File: src/rtl/uart_pkg.sv
// Shared UART definitions: frame FSM states, parity sense and default widths.
// The receive path imports the same parity constants.
`timescale 1ns/1ps
package uart_pkg;

    localparam int UART_WIDTH = 8;
    localparam int PRESCALE_W = 6;

    localparam logic PAR_EVEN = 1'b0;
    localparam logic PAR_ODD  = 1'b1;

    typedef enum logic [2:0] {
        IDLE,
        START,
        DATA,
        PARITY,
        STOP
    } uart_state_e;

    // Parity bit for a byte; even sense makes the total count of ones even.
    function automatic logic uart_parity(input logic [UART_WIDTH-1:0] data, input logic par_typ);
        return (^data) ^ par_typ;
    endfunction

endpackage

File: src/rtl/uart_bit_timer.sv
// Bit-period counter: counts 0..period-1 while enabled and flags the last cycle of each bit.
// load_i restarts the count at zero so a new frame always begins on a bit boundary.
`timescale 1ns/1ps
module uart_bit_timer
    import uart_pkg::*;
#(
    parameter int W = PRESCALE_W
) (
    input  logic         clk_i,
    input  logic         rst_ni,
    input  logic         load_i,
    input  logic         en_i,
    input  logic [W-1:0] period_i,
    output logic         bit_done_o
);

    logic [W-1:0] count_q;
    logic [W-1:0] count_d;
    logic         wrap;

    assign wrap       = (count_q == (period_i - W'(1)));
    assign bit_done_o = en_i && wrap;

    always_comb begin
        count_d = count_q;
        if (load_i) begin
            count_d = '0;
        end else if (en_i) begin
            count_d = wrap ? '0 : count_q + W'(1);
        end
    end

    always_ff @(posedge clk_i) begin
        if (!rst_ni) begin
            count_q <= '0;
        end else begin
            count_q <= count_d;
        end
    end

endmodule

File: src/rtl/uart_tx_serializer.sv
// UART transmitter: start bit, LSB-first data, optional parity, one stop bit, each bit
// held for the prescale latched with the byte. Back-to-back frames chain without an idle gap.
`timescale 1ns/1ps
module uart_tx_serializer
    import uart_pkg::*;
#(
    parameter int WIDTH = UART_WIDTH
) (
    input  logic                  CLK,
    input  logic                  RST,
    input  logic [WIDTH-1:0]      P_DATA,
    input  logic                  DATA_VALID,
    input  logic                  PAR_EN,
    input  logic                  PAR_TYP,
    input  logic [PRESCALE_W-1:0] PRESCALE,
    output logic                  TX_OUT,
    output logic                  BUSY
);

    localparam int IDX_W = (WIDTH > 1) ? $clog2(WIDTH) : 1;

    uart_state_e           state_q, state_d;
    logic                  tx_q, tx_d;
    logic                  busy_q, busy_d;
    logic [WIDTH-1:0]      shift_q, shift_d;
    logic [IDX_W-1:0]      idx_q, idx_d;
    logic                  par_en_q, par_en_d;
    logic                  par_bit_q, par_bit_d;
    logic [PRESCALE_W-1:0] prescale_q, prescale_d;

    logic bit_done;
    logic can_accept;
    logic accept;

    uart_bit_timer #(
        .W (PRESCALE_W)
    ) u_bit_timer (
        .clk_i      (CLK),
        .rst_ni     (RST),
        .load_i     (accept),
        .en_i       (busy_q),
        .period_i   (prescale_q),
        .bit_done_o (bit_done)
    );

    // A new byte may only be taken when idle or in the final cycle of the stop bit.
    assign can_accept = (state_q == IDLE) || ((state_q == STOP) && bit_done);
    assign accept     = can_accept && DATA_VALID && (PRESCALE != '0);

    always_comb begin
        state_d    = state_q;
        tx_d       = tx_q;
        busy_d     = busy_q;
        shift_d    = shift_q;
        idx_d      = idx_q;
        par_en_d   = par_en_q;
        par_bit_d  = par_bit_q;
        prescale_d = prescale_q;

        case (state_q)
            IDLE: begin
                tx_d   = 1'b1;
                busy_d = 1'b0;
            end
            START: begin
                if (bit_done) begin
                    state_d = DATA;
                    tx_d    = shift_q[0];
                    idx_d   = '0;
                end
            end
            DATA: begin
                if (bit_done) begin
                    if (idx_q == IDX_W'(WIDTH - 1)) begin
                        if (par_en_q) begin
                            state_d = PARITY;
                            tx_d    = par_bit_q;
                        end else begin
                            state_d = STOP;
                            tx_d    = 1'b1;
                        end
                    end else begin
                        idx_d   = idx_q + IDX_W'(1);
                        shift_d = shift_q >> 1;
                        tx_d    = shift_q[1];
                    end
                end
            end
            PARITY: begin
                if (bit_done) begin
                    state_d = STOP;
                    tx_d    = 1'b1;
                end
            end
            STOP: begin
                if (bit_done) begin
                    state_d = IDLE;
                    tx_d    = 1'b1;
                    busy_d  = 1'b0;
                end
            end
            default: begin
                state_d = IDLE;
                tx_d    = 1'b1;
                busy_d  = 1'b0;
            end
        endcase

        // Acceptance overrides the stop-to-idle step so chained frames keep BUSY high.
        if (accept) begin
            state_d    = START;
            tx_d       = 1'b0;
            busy_d     = 1'b1;
            shift_d    = P_DATA;
            idx_d      = '0;
            par_en_d   = PAR_EN;
            par_bit_d  = (^P_DATA) ^ PAR_TYP;
            prescale_d = PRESCALE;
        end
    end

    always_ff @(posedge CLK) begin
        if (!RST) begin
            state_q    <= IDLE;
            tx_q       <= 1'b1;
            busy_q     <= 1'b0;
            shift_q    <= '0;
            idx_q      <= '0;
            par_en_q   <= 1'b0;
            par_bit_q  <= 1'b0;
            prescale_q <= '0;
        end else begin
            state_q    <= state_d;
            tx_q       <= tx_d;
            busy_q     <= busy_d;
            shift_q    <= shift_d;
            idx_q      <= idx_d;
            par_en_q   <= par_en_d;
            par_bit_q  <= par_bit_d;
            prescale_q <= prescale_d;
        end
    end

    assign TX_OUT = tx_q;
    assign BUSY   = busy_q;

endmodule

File: config.mk
export PLATFORM = sky130hd
export DESIGN_NAME = uart_tx_serializer
export DESIGN_NICKNAME = d
export VERILOG_FILES = /design/src/rtl/uart_pkg.sv /design/src/rtl/uart_bit_timer.sv /design/src/rtl/uart_tx_serializer.sv
export SDC_FILE = /design/constraint.sdc
export NUM_CORES = 1
export LEC_CHECK = 0
export BUFFER_PORTS_ARGS = -buffer_cell sky130_fd_sc_hd__buf_2
export CAP_MARGIN = 5
export CORE_MARGIN = 1.5
export CORE_UTILIZATION = 57
export DETAILED_ROUTE_END_ITERATION = 10
export GPL_TIMING_DRIVEN = 0
export PLACE_DENSITY_LB_ADDON = 0.08
export SLEW_MARGIN = 25
export SYNTH_ARGS = -nofsm -noshare
export SYNTH_HDL_FRONTEND = slang
export SYNTH_SLANG_ARGS = --single-unit
File: constraint.sdc
create_clock -name CLK -period 3.47 [get_ports CLK]
set_clock_uncertainty 0.15 [all_clocks]
set_input_delay 0.1735 -clock CLK [delete_from_list [all_inputs] [get_ports CLK]]
set_output_delay 0.1735 -clock CLK [all_outputs]
set_load 0.01 [all_outputs]
# ---- Word level (Yosys, flattened, before mapping)
# Index checks and enable logic that the tools add are counted.
dict set report op_classes {
  n_eq_ne 21
  addsub 3
  n_mux 26
  bitwise_logic 3
  reduce_logical 20
}
# cell count
set op_table {}
lappend op_table {{two-way mux 8 bit} 4}
lappend op_table {{two-way mux 3 bit} 8}
lappend op_table {{inequality test 2 bit, second input constant} 8}
lappend op_table {{inequality test 3 bit, second input constant} 5}
lappend op_table {{one-hot mux 3 bit (5 select lines)} 1}
lappend op_table {{AND reduction 6 bit} 2}
lappend op_table {{two-way mux 1 bit} 9}
lappend op_table {{XOR reduction 8 bit} 1}
lappend op_table {{adder 6 x 1 -> 6 bit, second input constant} 1}
lappend op_table {{== test 3 x 2 -> 1 bit, second input constant} 2}
lappend op_table {{== test 3 bit, second input constant} 2}
lappend op_table {{== test 6 bit} 1}
lappend op_table {{two-way mux 6 bit} 1}
lappend op_table {{one-hot mux 3 bit (2 select lines)} 1}
lappend op_table {{AND reduction 3 bit} 2}
lappend op_table {{nonzero test 2 bit} 3}
lappend op_table {{nonzero test 6 bit} 1}
lappend op_table {{subtractor 6 x 1 -> 6 bit, second input constant} 1}
lappend op_table {{logical AND 1 bit} 4}
lappend op_table {{AND reduction 4 bit} 1}
lappend op_table {{OR reduction 2 bit} 2}
lappend op_table {{adder 3 x 1 -> 3 bit, second input constant} 1}
lappend op_table {{== test 3 x 1 -> 1 bit, second input constant} 1}
lappend op_table {{logical NOT 3 bit} 1}
lappend op_table {{other kinds (9)} 10}
dict set report totals {
  out_inout_bits 2
  word_cells 83
  ff_bits 30
  input_bits 19
}

# ---- Depth between registers and ports, before layout
dict set report logic_depth {
  depth_word 9
  depth_mapped 9
  ltp_nobuf 8
}

# ---- Modules after synthesis
# A second synthesis with hierarchy kept.
dict set report unflattened {
  cells_unflattened 185
  hier_area_um2 1604.0
}
# module area_each_um2 seq_area_each_um2 n_inst cells_each
set by_module_without_submodules {}
lappend by_module_without_submodules {uart_tx_serializer 1163.6 480.5 1 139}
lappend by_module_without_submodules {uart_bit_timer 440.4 120.1 1 46}

# ---- Worst setup path before layout
# No wires, ideal clock.
dict set report synth_timing {
  path_kind {register to register}
  start {register prescale_q[0]}
  end {register shift_q[0]}
  required_time_ns 3.200
  path_buffers 1
  period_less_slack_ns 2.479
  slack_ns 0.991
  stages_incl_launch_ff 10
  arrival_ns 2.209
  cell_sequence {dfxtp_1 -> inv_1 -> ha_1 -> nor2b_1 -> or3_1 -> a31oi_2 -> a21boi_1 -> buf_4 -> o221a_2 -> o31a_1}
}
dict set report synth_via {
  elab_chain_len 9
}
# item line
set synth_lines {}
lappend synth_lines {{start: declaration} uart_tx_serializer.sv:29} ;# logic [PRESCALE_W-1:0] prescale_q, prescale_d;
lappend synth_lines {{start signal: assignment} uart_tx_serializer.sv:140} ;# prescale_q <= prescale_d;
lappend synth_lines {{subtractor 6 x 1 -> 6 bit *} uart_bit_timer.sv:21} ;# assign wrap = (count_q == (period_i - W'(1)));
lappend synth_lines {{== test 6 bit *} uart_bit_timer.sv:21}
lappend synth_lines {{logical AND 1 bit *} uart_bit_timer.sv:22} ;# assign bit_done_o = en_i && wrap;
lappend synth_lines {{logical AND 1 bit} uart_tx_serializer.sv:47} ;# assign can_accept = (state_q == IDLE) || ((state_q == STOP) && bit_done);
lappend synth_lines {{logical OR 1 bit} uart_tx_serializer.sv:47}
lappend synth_lines {{logical AND 1 bit (2 in series)} uart_tx_serializer.sv:48} ;# assign accept = can_accept && DATA_VALID && (PRESCALE != '0);
lappend synth_lines {{inequality test 2 bit (no line) or nonzero test 2 bit (tied branches)} --}
lappend synth_lines {{AND reduction 3 bit (no line)} --}
lappend synth_lines {{end signal: assignment} uart_tx_serializer.sv:136} ;# shift_q <= shift_d;
lappend synth_lines {{end: declaration} uart_tx_serializer.sv:25} ;# logic [WIDTH-1:0] shift_q, shift_d;
# Mark *: on every way between the ends. The rest lies on a longest branch, timed or not.
# A chain may end at the register's enable or synchronous reset.

# ---- Final worst setup path
dict set report layout_timing {
  start {register prescale_q[0]}
  end {register state_q[0]}
}
dict set report layout_via {
  elab_chain_len 9
}
# item line
set layout_lines {}
lappend layout_lines {{subtractor 6 x 1 -> 6 bit *} uart_bit_timer.sv:21}
lappend layout_lines {{== test 6 bit *} uart_bit_timer.sv:21}
lappend layout_lines {{logical AND 1 bit *} uart_bit_timer.sv:22}
lappend layout_lines {{logical AND 1 bit} uart_tx_serializer.sv:47}
lappend layout_lines {{logical OR 1 bit} uart_tx_serializer.sv:47}
lappend layout_lines {{logical AND 1 bit (2 in series)} uart_tx_serializer.sv:48}
lappend layout_lines {{inequality test 3 bit (no line) or inequality test 2 bit (tied branches)} --}
lappend layout_lines {{AND reduction 6 bit (no line)} --}
lappend layout_lines {{end signal: assignment} uart_tx_serializer.sv:133} ;# state_q <= state_d;
lappend layout_lines {{end: declaration} uart_tx_serializer.sv:22} ;# uart_state_e state_q, state_d;
# Marked as above.

==> impl_metrics.py <==
metrics = {
    "outcome": {
        "status": "completed",
    },
    "setup_path": {
        "critPathKind": "flop to flop",
        "crit_path_frequent_cell": "or3_1",
        "critical_path_arrival_ns": 3.04,
        "critical_path_required_ns": 3.55,
        "cp_cell_sequence": "inv_1 > ha_1 > nor2b_1 > or3_1 > a31oi_2 > nand2_1 > or3_1 > a311oi_1",
        "path_buf_inv": 1,
        "slowest_delay_ns": 0.46,
        "critPathTopFamily": "simple AND/OR/NAND/NOR gates",
        "crit_fanout": 9,
        "slowest_stage": "a31oi_2",
        "cp-end-kind": "flop",
        "start_kind": "flop",
    },
    "flow_run": {
        "maxCapViolCount": 0,
    },
    "clock_tree": {
        "clockRootBuffer": "clkbuf_4",
        "clk_latency_ns": 0.35,
        "post_cts_buffers": 0,
        "cts_buffer_depth": 2,
        "cts_sinks": 30,
        "clk_pin_slew_ns": 0.09,
        "cts_tree": "done",
        "cts-buffers-inserted": 5,
        "h-tree-depth": 2,
    },
    "floorplanning": {
        "die_area_um2": 3420,
        "io_pins": 21,
        "row_count": 19,
        "die_w_um": 58.5,
        "design.core.area_um2": 2830,
        "start_util_pct": 62.1,
        "chipHeight_um": 58.5,
    },
    "sta": {
        "worst-slew-pin-transition_ns": 0.717,
        "hold_viol_final": 0,
        "fmax_ghz": 0.339,
        "grt_setup_unrepaired": "no",
        "setup_tns_ns": 0,
        "finalSetupViolCount": 0,
        "fin_crit_ns": 2.95,
        "fin_crit_sh_pct": 85.1,
        "worst_slack_ns": 0.517,
        "slew_headroom_pct": 51.6,
        "fin_worst_hold_slack_ns": 0.0671,
        "slew_violations": 0,
    },
    "routing": {
        "ant_nets": 0,
        "wl_met1_mm": 2.01,
        "drtPass1Iterations": 5,
        "vias_per_cell": 6.23,
        "avgRoutedWirePerCell_um": 15.5,
        "wl_met3_um": 321,
        "routed_wl_mm": 4.44,
        "drt_iter0_markers": 150,
        "num_vias": 1783,
        "top_layer": "met4",
        "drc": 0,
        "wl_met2_mm": 2.00,
    },
    "global_routing": {
        "grt_max_degree": 11,
        "grt_usage_pct": 27.7,
        "grt_pass1_vias": 1544,
        "grt-ovfl-total": 0,
        "antenna_found_initial": 0,
        "grt_pass1_wl_mm": 7.18,
    },
    "place": {
        "dp_cells": 269,
        "place_area_um2": 1890,
        "dp_slack_ns": 0.592,
        "numPortBuffers": 20,
        "dp_hpwl_mm": 3.04,
        "gp_congestion": 0.844,
    },
    "synth": {
        "synth_edf_count": 0,
        "synth_area_um2": 1760,
        "yosysSeqAreaShare_pct": 34.2,
        "ys_types": 47,
        "synth_nets": 241,
        "synthCells": 218,
        "ys.flop_type": "dfxtp_1",
        "avgSynthCellArea_um2": 8.05,
        "ys_warn_count": 0,
        "async_flop_share_pct": 0,
        "ys_ff_latch": 30,
    },
    "power_and_ir_drop": {
        "leakagePower_nw": 0.765,
        "peakVddDrop_v": 0.000305,
        "powerDensity_nw_per_um2": 368,
        "finalPower_mw": 0.752,
    },
    "min_path": {
        "hp-class": "input port to flop",
    },
    "final_layout": {
        "final_common_cell": "dfxtp_1",
        "instances_no_fill": 286,
        "syn2layout_area_growth_pct": 16.5,
        "final_cell_mix": "30 x dfxtp_1, 23 x buf_2, 20 x a21oi_1, 19 x o21ai_0, 18 x nand3_1",
        "stdcell_area_um2": 2040,
        "num-fill-cells": 235,
        "final_nets": 277,
        "final_util_pct": 72.3,
        "n_antenna_cell": 0,
        "drive_gt1_share_pct": 16.1,
    },
}
-- layer usage --
| layer | vias up | GRT usage (%) |
|---|---|---|
| li1 | 877 | - |
| met1 | 813 | 39.0 |
| met2 | 81 | 41.3 |
| met3 | 12 | 6.81 |
| met4 | 0 | 9.97 |
| met5 | - | 0 |
-- cell usage after synthesis (2+ instances only) --
master / n / share of area [%]
a31oi_1: 2 / 0.71
nand3_1: 18 / 5.1
buf_2: 3 / 0.86
or4_1: 2 / 0.86
o31a_1: 2 / 1.0
clkbuf_1: 9 / 1.9
o21ai_0: 19 / 5.4
a21oi_1: 20 / 5.7
nor2b_1: 2 / 0.71
a311oi_1: 6 / 3.0
nor3_1: 6 / 1.7
nand4b_1: 2 / 1.0
nand2_1: 14 / 3.0
o221a_2: 2 / 1.3
xnor2_1: 10 / 5.0
or3_1: 4 / 1.4
a211oi_1: 2 / 0.86
dfxtp_1: 30 / 34
xor2_1: 8 / 4.0
and3_1: 6 / 2.1
nand4_1: 3 / 1.1
inv_1: 6 / 1.3
nor2_1: 14 / 3.0
ha_1: 4 / 2.9
o21a_1: 2 / 0.86
-- flip-flops by register name (all words and copies together) (netlist names) --
register             count
shift_q                  8
u_bit_timer.count_q      6
state_q                  3
BUSY                     1
prescale_q               6
par_en_q                 1
TX_OUT                   1
idx_q                    3
par_bit_q                1
-- area by class of cell --
type | instances | area (um2) | share of cell area [%]
multi-input combinational | 168 | 1060 | 52.1
sequential | 30 | 601 | 29.4
tap | 31 | 38.8 | 1.90
buffer | 14 | 67.6 | 3.30
clock inverter | 1 | 5.00 | 0.245
inverter | 6 | 22.5 | 1.10
clock buffer | 7 | 55.1 | 2.69
timing repair buffer | 29 | 190 | 9.30
-- worst min-delay path, delay by kind of cell --
family                 cells  cell delay (ns)
AND/OR/NAND/NOR            1             0.14
buffers and inverters      1             0.10
AO/OA/AOI/OAI              1             0.12
-- path summary, 6_finish.rpt --
check / start / cells after the start / to / slack (ns)
setup / recovery: prescale_q[0]$_SDFFE_PN0P_ / 8 / state_q[0]$_SDFFE_PN0P_ / 0.52
hold / removal: P_DATA[0] / 3 / shift_q[0]$_SDFFE_PN0P_ / 0.07
setup reg to reg: prescale_q[0]$_SDFFE_PN0P_ / 8 / state_q[0]$_SDFFE_PN0P_ / 0.52
hold reg to reg: idx_q[2]$_SDFFE_PP0P_ / 2 / idx_q[2]$_SDFFE_PP0P_ / 0.32
-- power by group --
group	total (mW)	switching, mW	internal [mW]
combinational	0.149	0.0811	0.0682
clock	0.227	0.129	0.0980
sequential	0.376	0.0133	0.363
total	0.752	0.223	0.529
-- timing repair --
item / in CTS / in global routing
hold buffers: 9 / 0
resized for setup: 0 / 0
endpoints found under the hold margin: 12 / 0
-- cells by family (layout without fill, tap and decap cells) --
kind of cell,after synthesis,count (layout),synth area share (%)
buffers and inverters,20,57,5.13
XOR/XNOR,18,18,8.98
adder cells (fa/ha/maj),4,4,2.85
AO/OA/AOI/OAI,66,66,24.1
flip-flops,30,30,34.2
AND/OR/NAND/NOR,79,79,24.2
multiplexers,1,1,0.570
Note: power is estimated with default switching activity, not from simulation.
